--- src/rtl/fwd_hazard_unit.sv ---
// -----------------------------------------------------------------------------
// fwd_hazard_unit
//
// Operand forwarding and pipeline interlock control for the ID/EX stage.
//
// Forwarding (combinational, one select per source operand):
//   fwd_sel[2i+:2] = 10 -> take EX/MEM result
//                    01 -> take MEM/WB result
//                    00 -> use register-file value
//
// Interlocks (three-state FSM: IDLE / LSTALL / MULTI):
//   - load-use hazard   : LOAD_LAT bubbles injected into ID/EX
//   - multi-cycle op    : ID/EX held for MUL_LAT-1 cycles
//   - stall_count       : saturating count of cycles with stall_if=1
//
// Ports:
//   clk, reset                      clock, synchronous active-high reset
//   id_rs, id_rs_used               IF/ID source registers and use flags
//   idex_rs, idex_rd                ID/EX source / destination registers
//   idex_regwrite, idex_memread     ID/EX writes a register / is a load
//   idex_multi                      ID/EX is a multi-cycle op
//   exmem_rd, exmem_regwrite        EX/MEM destination and write enable
//   memwb_rd, memwb_regwrite        MEM/WB destination and write enable
//   fwd_sel                         per-operand forwarding selects
//   stall_if, stall_id              hold PC + IF/ID, hold IF/ID contents
//   flush_idex, hold_ex             bubble into ID/EX, hold ID/EX
//   ex_busy                         FSM is not IDLE
//   stall_count                     saturating stall-cycle counter
// -----------------------------------------------------------------------------
module fwd_hazard_unit #(
  parameter int REG_AW   = 5,
  parameter int NUM_SRC  = 2,
  parameter int LOAD_LAT = 1,
  parameter int MUL_LAT  = 3,
  parameter int CNT_W    = 16
) (
  input  logic                      clk,
  input  logic                      reset,
  input  logic [NUM_SRC*REG_AW-1:0] id_rs,
  input  logic [NUM_SRC-1:0]        id_rs_used,
  input  logic [NUM_SRC*REG_AW-1:0] idex_rs,
  input  logic [REG_AW-1:0]         idex_rd,
  input  logic                      idex_regwrite,
  input  logic                      idex_memread,
  input  logic                      idex_multi,
  input  logic [REG_AW-1:0]         exmem_rd,
  input  logic                      exmem_regwrite,
  input  logic [REG_AW-1:0]         memwb_rd,
  input  logic                      memwb_regwrite,
  output logic [2*NUM_SRC-1:0]      fwd_sel,
  output logic                      stall_if,
  output logic                      stall_id,
  output logic                      flush_idex,
  output logic                      hold_ex,
  output logic                      ex_busy,
  output logic [CNT_W-1:0]          stall_count
);

  // A single-cycle latency needs no sequencing: the IDLE-cycle action alone
  // covers it, so the FSM only leaves IDLE when there is more to do.
  localparam bit MUL_EN      = (MUL_LAT >= 2);
  localparam bit LOAD_SEQ    = (LOAD_LAT >= 2);
  localparam int MUL_INIT    = MUL_EN   ? MUL_LAT - 2  : 0;
  localparam int LOAD_INIT   = LOAD_SEQ ? LOAD_LAT - 1 : 0;

  typedef enum logic [1:0] {
    IDLE   = 2'd0,
    LSTALL = 2'd1,
    MULTI  = 2'd2
  } state_t;

  state_t             state_q, state_d;
  logic [2:0]         cnt_q, cnt_d;
  logic [CNT_W-1:0]   stall_count_q;
  logic [NUM_SRC-1:0] use_match;
  logic               load_haz;

  // ---------------------------------------------------------------------------
  // Forwarding selects and per-operand load-use matches
  // ---------------------------------------------------------------------------
  generate
    for (genvar gi = 0; gi < NUM_SRC; gi++) begin : g_src
      logic [REG_AW-1:0] ex_src;
      logic [REG_AW-1:0] id_src;
      logic              hit_exmem;
      logic              hit_memwb;

      assign ex_src    = idex_rs[gi*REG_AW +: REG_AW];
      assign id_src    = id_rs[gi*REG_AW +: REG_AW];
      // r0 is hardwired zero, so a write to it never produces a forward.
      assign hit_exmem = exmem_regwrite && (exmem_rd != '0) && (exmem_rd == ex_src);
      assign hit_memwb = memwb_regwrite && (memwb_rd != '0) && (memwb_rd == ex_src);

      // EX/MEM is the younger producer, so it wins over MEM/WB.
      assign fwd_sel[2*gi +: 2] = hit_exmem ? 2'b10 :
                                  hit_memwb ? 2'b01 : 2'b00;

      assign use_match[gi] = id_rs_used[gi] && (id_src == idex_rd);
    end
  endgenerate

  assign load_haz = idex_memread && idex_regwrite && (idex_rd != '0) && (|use_match);

  // ---------------------------------------------------------------------------
  // State register
  // ---------------------------------------------------------------------------
  always_ff @(posedge clk) begin
    if (reset) begin
      state_q <= IDLE;
      cnt_q   <= 3'd0;
    end else begin
      state_q <= state_d;
      cnt_q   <= cnt_d;
    end
  end

  // ---------------------------------------------------------------------------
  // Next-state logic. Hazards are only sampled in IDLE; once a sequence has
  // started it runs to completion (or until reset).
  // ---------------------------------------------------------------------------
  always_comb begin
    state_d = state_q;
    cnt_d   = cnt_q;
    case (state_q)
      IDLE: begin
        if (idex_multi && MUL_EN) begin
          state_d = MULTI;
          cnt_d   = 3'(MUL_INIT);
        end else if (load_haz && LOAD_SEQ) begin
          state_d = LSTALL;
          cnt_d   = 3'(LOAD_INIT);
        end
      end
      LSTALL: begin
        cnt_d = cnt_q - 3'd1;
        if (cnt_q == 3'd1) begin
          state_d = IDLE;
        end
      end
      MULTI: begin
        // cnt==0 is the op's final EX cycle: release and return to IDLE.
        if (cnt_q != 3'd0) begin
          cnt_d = cnt_q - 3'd1;
        end else begin
          state_d = IDLE;
        end
      end
      default: begin
        state_d = IDLE;
        cnt_d   = 3'd0;
      end
    endcase
  end

  // ---------------------------------------------------------------------------
  // Output logic. Reset forces the controls low in the same cycle so an
  // in-flight sequence is aborted immediately.
  // ---------------------------------------------------------------------------
  always_comb begin
    stall_if   = 1'b0;
    stall_id   = 1'b0;
    flush_idex = 1'b0;
    hold_ex    = 1'b0;
    if (!reset) begin
      case (state_q)
        IDLE: begin
          if (idex_multi && MUL_EN) begin
            stall_if = 1'b1;
            stall_id = 1'b1;
            hold_ex  = 1'b1;
          end else if (load_haz) begin
            stall_if   = 1'b1;
            stall_id   = 1'b1;
            flush_idex = 1'b1;
          end
        end
        LSTALL: begin
          stall_if   = 1'b1;
          stall_id   = 1'b1;
          flush_idex = 1'b1;
        end
        MULTI: begin
          if (cnt_q != 3'd0) begin
            stall_if = 1'b1;
            stall_id = 1'b1;
            hold_ex  = 1'b1;
          end
        end
        default: ;
      endcase
    end
  end

  assign ex_busy = (state_q != IDLE);

  // ---------------------------------------------------------------------------
  // Saturating stall-cycle counter
  // ---------------------------------------------------------------------------
  always_ff @(posedge clk) begin
    if (reset) begin
      stall_count_q <= '0;
    end else if (stall_if && (stall_count_q != '1)) begin
      stall_count_q <= stall_count_q + CNT_W'(1);
    end
  end

  assign stall_count = stall_count_q;

endmodule

--- config.mk ---
export PLATFORM = sky130hd
export DESIGN_NAME = fwd_hazard_unit
export DESIGN_NICKNAME = d
export VERILOG_FILES = /design/src/rtl/fwd_hazard_unit.sv
export SDC_FILE = /design/constraint.sdc
export NUM_CORES = 1
export LEC_CHECK = 0
export ABC_CLOCK_PERIOD_IN_PS = 4700
export BUFFER_PORTS_ARGS = -buffer_cell sky130_fd_sc_hd__buf_4
export CORE_UTILIZATION = 50
export CTS_CLUSTER_SIZE = 28
export DETAILED_ROUTE_END_ITERATION = 6
export PLACE_DENSITY = 0.92
export SETUP_SLACK_MARGIN = 0.5
export SLEW_MARGIN = 20
export SYNTH_ARGS = -nofsm -noshare
export SYNTH_HDL_FRONTEND = slang
export SYNTH_SLANG_ARGS = --single-unit
--- constraint.sdc ---
create_clock -name clk -period 4.7 [get_ports clk]
set_input_delay 0.47 -clock clk [delete_from_list [all_inputs] [get_ports clk]]
set_output_delay 0.47 -clock clk [all_outputs]
set_load 0.005 [all_outputs]
==> metrics.txt <==
# TYPE chip_impl_metric gauge
chip_impl_info{name="worstHoldPathType",value="primary input to flip-flop"} 1
chip_impl_metric{name="count_of_yosys_warnings_during_synthesis",unit=""} 0
chip_impl_metric{name="post_synth_instance_area",unit="µm²"} 1450
chip_impl_metric{name="cts.path.max_buffers",unit=""} 2
chip_impl_metric{name="tns",unit="ps"} 0
chip_impl_metric{name="synthToLayoutAreaGrowth",unit="%"} 37.8
chip_impl_metric{name="port_buffers",unit=""} 68
chip_impl_metric{name="starting_density_of_the_core",unit="%"} 52.7
chip_impl_metric{name="synth_area_per_cell",unit="µm²"} 8.03
chip_impl_metric{name="synth_cell_type_count",unit=""} 36
chip_impl_metric{name="grt_remaining_overflow",unit=""} 0
chip_impl_metric{name="skew",unit="ps"} 4.04
chip_impl_metric{name="fillers",unit=""} 226
chip_impl_metric{name="detailedRoute.firstIterationViolations",unit=""} 41
chip_impl_metric{name="crit_required",unit="ps"} 4230
chip_impl_metric{name="power_leakage",unit="nW"} 0.811
chip_impl_metric{name="die_area",unit="µm²"} 3120
chip_impl_metric{name="detailed_routing_iteration_count_for_the_pre_antenna_repair_pass",unit=""} 4
chip_impl_metric{name="multiInputGateArea",unit="µm²"} 970
chip_impl_metric{name="maxClockFrequency",unit="MHz"} 410
chip_impl_metric{name="overall_track_demand_over_capacity_in_global_routing",unit="%"} 24.6
chip_impl_metric{name="cts_made_buffers",unit=""} 3
chip_impl_metric{name="grt_first_pass_wirelength",unit="µm"} 6290
chip_impl_metric{name="row_count",unit=""} 19
chip_impl_metric{name="post-route-worst-setup-slack",unit="ps"} 2260
chip_impl_metric{name="netlist_instances",unit=""} 181
chip_impl_metric{name="postLayoutCellArea",unit="µm²"} 2000
chip_impl_metric{name="cts_resized",unit=""} 0
chip_impl_info{name="netlist.top_cell.by_area",value="sky130_fd_sc_hd__dfxtp_1"} 1
chip_impl_info{name="cts.root.buffer_cell",value="sky130_fd_sc_hd__clkbuf_4"} 1
chip_impl_metric{name="netlist.area_leader.share",unit="%"} 27.6
chip_impl_metric{name="wire_per_inst",unit="µm"} 13.7
chip_impl_info{name="slowest_stage",value="sky130_fd_sc_hd__or4_1"} 1
chip_impl_metric{name="numClockSinks",unit=""} 20
chip_impl_metric{name="final_antenna_net_count",unit=""} 0
chip_impl_info{name="grt_setup_unrepaired",value="no"} 1
chip_impl_metric{name="place_worst_setup_slack",unit="ps"} 2270
chip_impl_metric{name="final_hold_viol_count",unit=""} 0
chip_impl_metric{name="cellInternalPower",unit="W"} 0.000316
chip_impl_metric{name="drt_wl_total",unit="µm"} 3780
chip_impl_metric{name="cts.repair_timing.setup_buffer_count",unit=""} 0
chip_impl_metric{name="syn_nets",unit=""} 228
chip_impl_metric{name="worst_setup_hold_path_clk_slew",unit="ps"} 120
chip_impl_metric{name="clkPwrFrac",unit="%"} 33.5
chip_impl_metric{name="final-seq-area",unit="µm²"} 400
chip_impl_info{name="synthTopCellsByArea",value="sky130_fd_sc_hd__dfxtp_1, sky130_fd_sc_hd__xnor2_1, sky130_fd_sc_hd__xor2_1"} 1
chip_impl_metric{name="floorplan.io_pins",unit=""} 69
chip_impl_metric{name="fin_crit",unit="ps"} 2440
chip_impl_metric{name="max-cap-violations",unit=""} 0
chip_impl_metric{name="first_global_vias",unit=""} 1423
chip_impl_metric{name="cellPowerDensity",unit="nW/µm²"} 213
chip_impl_metric{name="total_switching_power",unit="W"} 0.000110
chip_impl_metric{name="drv_slew",unit=""} 0
chip_impl_metric{name="layout_worst_path_cycle_share",unit="%"} 51.8
chip_impl_metric{name="detailed_place_hpwl",unit="µm"} 2980
chip_impl_metric{name="slowest_delay",unit="ps"} 510
chip_impl_metric{name="floorplan.die.height",unit="µm"} 55.9
chip_impl_info{name="type_of_destination_of_the_critical_path",value="primary output"} 1
chip_impl_info{name="cp_cell_sequence",value="buf_4 > or4_1 > o21ai_0 > nor4_1 > nor4_1 > buf_4"} 1
chip_impl_metric{name="hold_buf_cts",unit=""} 0
chip_impl_metric{name="drcViolationCount",unit=""} 0
chip_impl_metric{name="slew_at_the_pin_closest_to_its_max_slew_limit",unit="ps"} 635
chip_impl_metric{name="insertion_delay_of_the_later_clocked_pin_in_the_worst_skew_pair",unit="ps"} 310
chip_impl_metric{name="gp_congestion",unit=""} 0.817
chip_impl_info{name="tritoncts",value="done"} 1
chip_impl_metric{name="coreArea",unit="µm²"} 2760
chip_impl_info{name="result_of_the_run",value="finished, final reports clean"} 1
chip_impl_metric{name="die_w",unit="µm"} 55.9
chip_impl_metric{name="layoutNonFillerInstCount",unit=""} 277
chip_impl_metric{name="power.ir.vdd_worst",unit="V"} 0.000257
chip_impl_metric{name="final_layout_size_suffix_gt1_share",unit="%"} 32.9
chip_impl_metric{name="arrival",unit="ps"} 1970
chip_impl_metric{name="p_total",unit="W"} 0.000426
chip_impl_metric{name="number_of_antenna_violations_at_the_first_check_in_global_routing",unit=""} 0
chip_impl_info{name="setup.worst_path.class",value="primary input to primary output"} 1
chip_impl_metric{name="power.share.sequential",unit="%"} 42.0
chip_impl_metric{name="cp_max_fo",unit=""} 3
chip_impl_metric{name="finalSetupViolations",unit=""} 0
chip_impl_info{name="setup.worst_path.start_class",value="primary input"} 1
chip_impl_metric{name="grt_start_max_net_pins",unit=""} 29
chip_impl_metric{name="synth_sequential_area_ratio",unit="%"} 27.6
chip_impl_metric{name="via_per_inst",unit=""} 5.65
chip_impl_metric{name="num-nets-final",unit=""} 294
chip_impl_metric{name="dp.cells",unit=""} 273
chip_impl_metric{name="p_sw_share",unit="%"} 25.9
chip_impl_metric{name="route.vias.total",unit=""} 1565
chip_impl_metric{name="number_of_h_tree_levels",unit=""} 1
chip_impl_metric{name="maxSlewHeadroom",unit="%"} 57.6
chip_impl_metric{name="power_frac_comb",unit="%"} 24.5
chip_impl_metric{name="antennaDiodeCount",unit=""} 0
chip_impl_metric{name="post_place_cell_area",unit="µm²"} 1950
chip_impl_metric{name="postSynthRegisterBits",unit=""} 20
-- power groups by stage --
stage                     clock, W  combinational [W]  sequential, W
after floorplan                  0          0.0000551       0.000182
after global placement           0           0.000101       0.000183
after detailed placement         0           0.000105       0.000183
after CTS                 0.000143           0.000105       0.000179
after global routing      0.000150           0.000115       0.000180
final                     0.000143           0.000105       0.000179
-- cells in the final DEF, fill, tap and decap left out --
cell type and instances:
sky130_fd_sc_hd__nand3_1 12, sky130_fd_sc_hd__a2111oi_0 1, sky130_fd_sc_hd__nor4_1 5, sky130_fd_sc_hd__a211oi_1 2, sky130_fd_sc_hd__xnor2_1 16, sky130_fd_sc_hd__dfxtp_1 20, sky130_fd_sc_hd__and4_4 1, sky130_fd_sc_hd__xor2_1 15
sky130_fd_sc_hd__or3_1 11, sky130_fd_sc_hd__o31ai_1 2, sky130_fd_sc_hd__bufinv_16 1, sky130_fd_sc_hd__or4_1 7, sky130_fd_sc_hd__and2_1 1, sky130_fd_sc_hd__buf_4 68, sky130_fd_sc_hd__nor3_1 3, sky130_fd_sc_hd__nand3b_1 1
sky130_fd_sc_hd__o21ai_2 2, sky130_fd_sc_hd__inv_1 8, sky130_fd_sc_hd__o211ai_1 1, sky130_fd_sc_hd__a21oi_1 13, sky130_fd_sc_hd__ha_1 3, sky130_fd_sc_hd__clkbuf_4 3, sky130_fd_sc_hd__o21ai_0 6, sky130_fd_sc_hd__nand2_1 10
sky130_fd_sc_hd__nor2_1 9, sky130_fd_sc_hd__o22ai_1 1, sky130_fd_sc_hd__nand4_1 4, sky130_fd_sc_hd__o21ai_1 9, sky130_fd_sc_hd__a21oi_2 4, sky130_fd_sc_hd__nand2b_1 1, sky130_fd_sc_hd__a21oi_4 1, sky130_fd_sc_hd__and4bb_2 1
sky130_fd_sc_hd__and4_1 1, sky130_fd_sc_hd__and3_1 2, sky130_fd_sc_hd__mux2i_1 1
-- metrics by stage --
| stage | util, % | hold slack, ps |
|---|---|---|
| floorplan | - | 454 |
| global placement | 70.7 | 465 |
| detailed placement | 70.7 | 488 |
| CTS | 72.6 | 469 |
| global route | 72.6 | 481 |
| finish | 72.6 | 475 |
-- worst max-delay path, delay by kind of cell --
family	cells	cell delay, ps
buffers and inverters	2	280
AO/OA/AOI/OAI	1	250
AND/OR/NAND/NOR	3	960
-- path summary, 6_finish.rpt --
check,start,endpoint,slack [ps],cells past startpoint
min reg2reg,cnt_q[1]$_SDFFE_PP0P_,cnt_q[1]$_SDFFE_PP0P_,510,2
max reg2reg,stall_count[0]$_SDFFE_PP0P_,stall_count[1]$_SDFFE_PP0P_,2470,7
max,exmem_rd[1],fwd_sel[2],2260,6
min,reset,stall_count[5]$_SDFFE_PP0P_,470,2
-- cells in the mapped netlist --
cell                        number
sky130_fd_sc_hd__nand3_1        12
sky130_fd_sc_hd__and4_1          1
sky130_fd_sc_hd__o21ai_0         6
sky130_fd_sc_hd__inv_1           8
sky130_fd_sc_hd__or3_1          11
sky130_fd_sc_hd__o21ai_2         2
sky130_fd_sc_hd__buf_6           2
sky130_fd_sc_hd__nor4_1          5
sky130_fd_sc_hd__and2_1          1
sky130_fd_sc_hd__xor2_1         15
sky130_fd_sc_hd__o31ai_1         2
sky130_fd_sc_hd__mux2i_1         1
sky130_fd_sc_hd__ha_1            3
sky130_fd_sc_hd__clkbuf_1        1
sky130_fd_sc_hd__or4_1           7
sky130_fd_sc_hd__buf_4           3
sky130_fd_sc_hd__and3_1          2
sky130_fd_sc_hd__a2111oi_0       1
sky130_fd_sc_hd__a21oi_4         1
sky130_fd_sc_hd__buf_1           1
sky130_fd_sc_hd__o21ai_1         9
sky130_fd_sc_hd__nand4_1         4
sky130_fd_sc_hd__dfxtp_1        20
sky130_fd_sc_hd__nor2_1          9
sky130_fd_sc_hd__and4bb_2        1
sky130_fd_sc_hd__nand2b_1        1
sky130_fd_sc_hd__nand2_1        10
sky130_fd_sc_hd__nand3b_1        1
sky130_fd_sc_hd__and4_4          1
sky130_fd_sc_hd__a21oi_2         4
sky130_fd_sc_hd__o211ai_1        1
sky130_fd_sc_hd__a21oi_1        13
sky130_fd_sc_hd__o22ai_1         1
sky130_fd_sc_hd__a211oi_1        2
sky130_fd_sc_hd__nor3_1          3
sky130_fd_sc_hd__xnor2_1        16
-- layout make-up --
class | count | share of cell area, %
inverter | 8 | 1.50
clock inverter | 1 | 1.50
tap | 31 | 1.94
timing repair buffer | 68 | 25.5
sequential | 20 | 20.0
clock buffer | 3 | 1.13
multi-input combinational | 146 | 48.4
-- registers in the layout, summed over array words and instances, names as in the netlist --
| signal | count |
|---|---|
| state_q | 1 |
| cnt_q | 3 |
| stall_count | 16 |
-- routing by layer --
metal  vias up  track usage [%]  part of all wire, %
met5         -                0                    0
met4         0             7.32                 0.71
met3         4             3.72                  5.2
met2        47             44.6                   51
met1       725             30.1                   44
li1        789                -                    -
-- cell families (layout without fill, tap and decap cells) --
| family | count (synthesis) | count (layout) | synth area share [%] |
|---|---|---|---|
| compound gates | 42 | 42 | 18.0 |
| xor+xnor | 31 | 31 | 18.7 |
| fa+ha+maj | 3 | 3 | 2.58 |
| buf+inv | 15 | 80 | 5.68 |
| flops | 20 | 20 | 27.6 |
| mux | 1 | 1 | 0.689 |
| simple gates | 69 | 69 | 26.8 |
No activity file was read; power rests on OpenSTA's default activity.
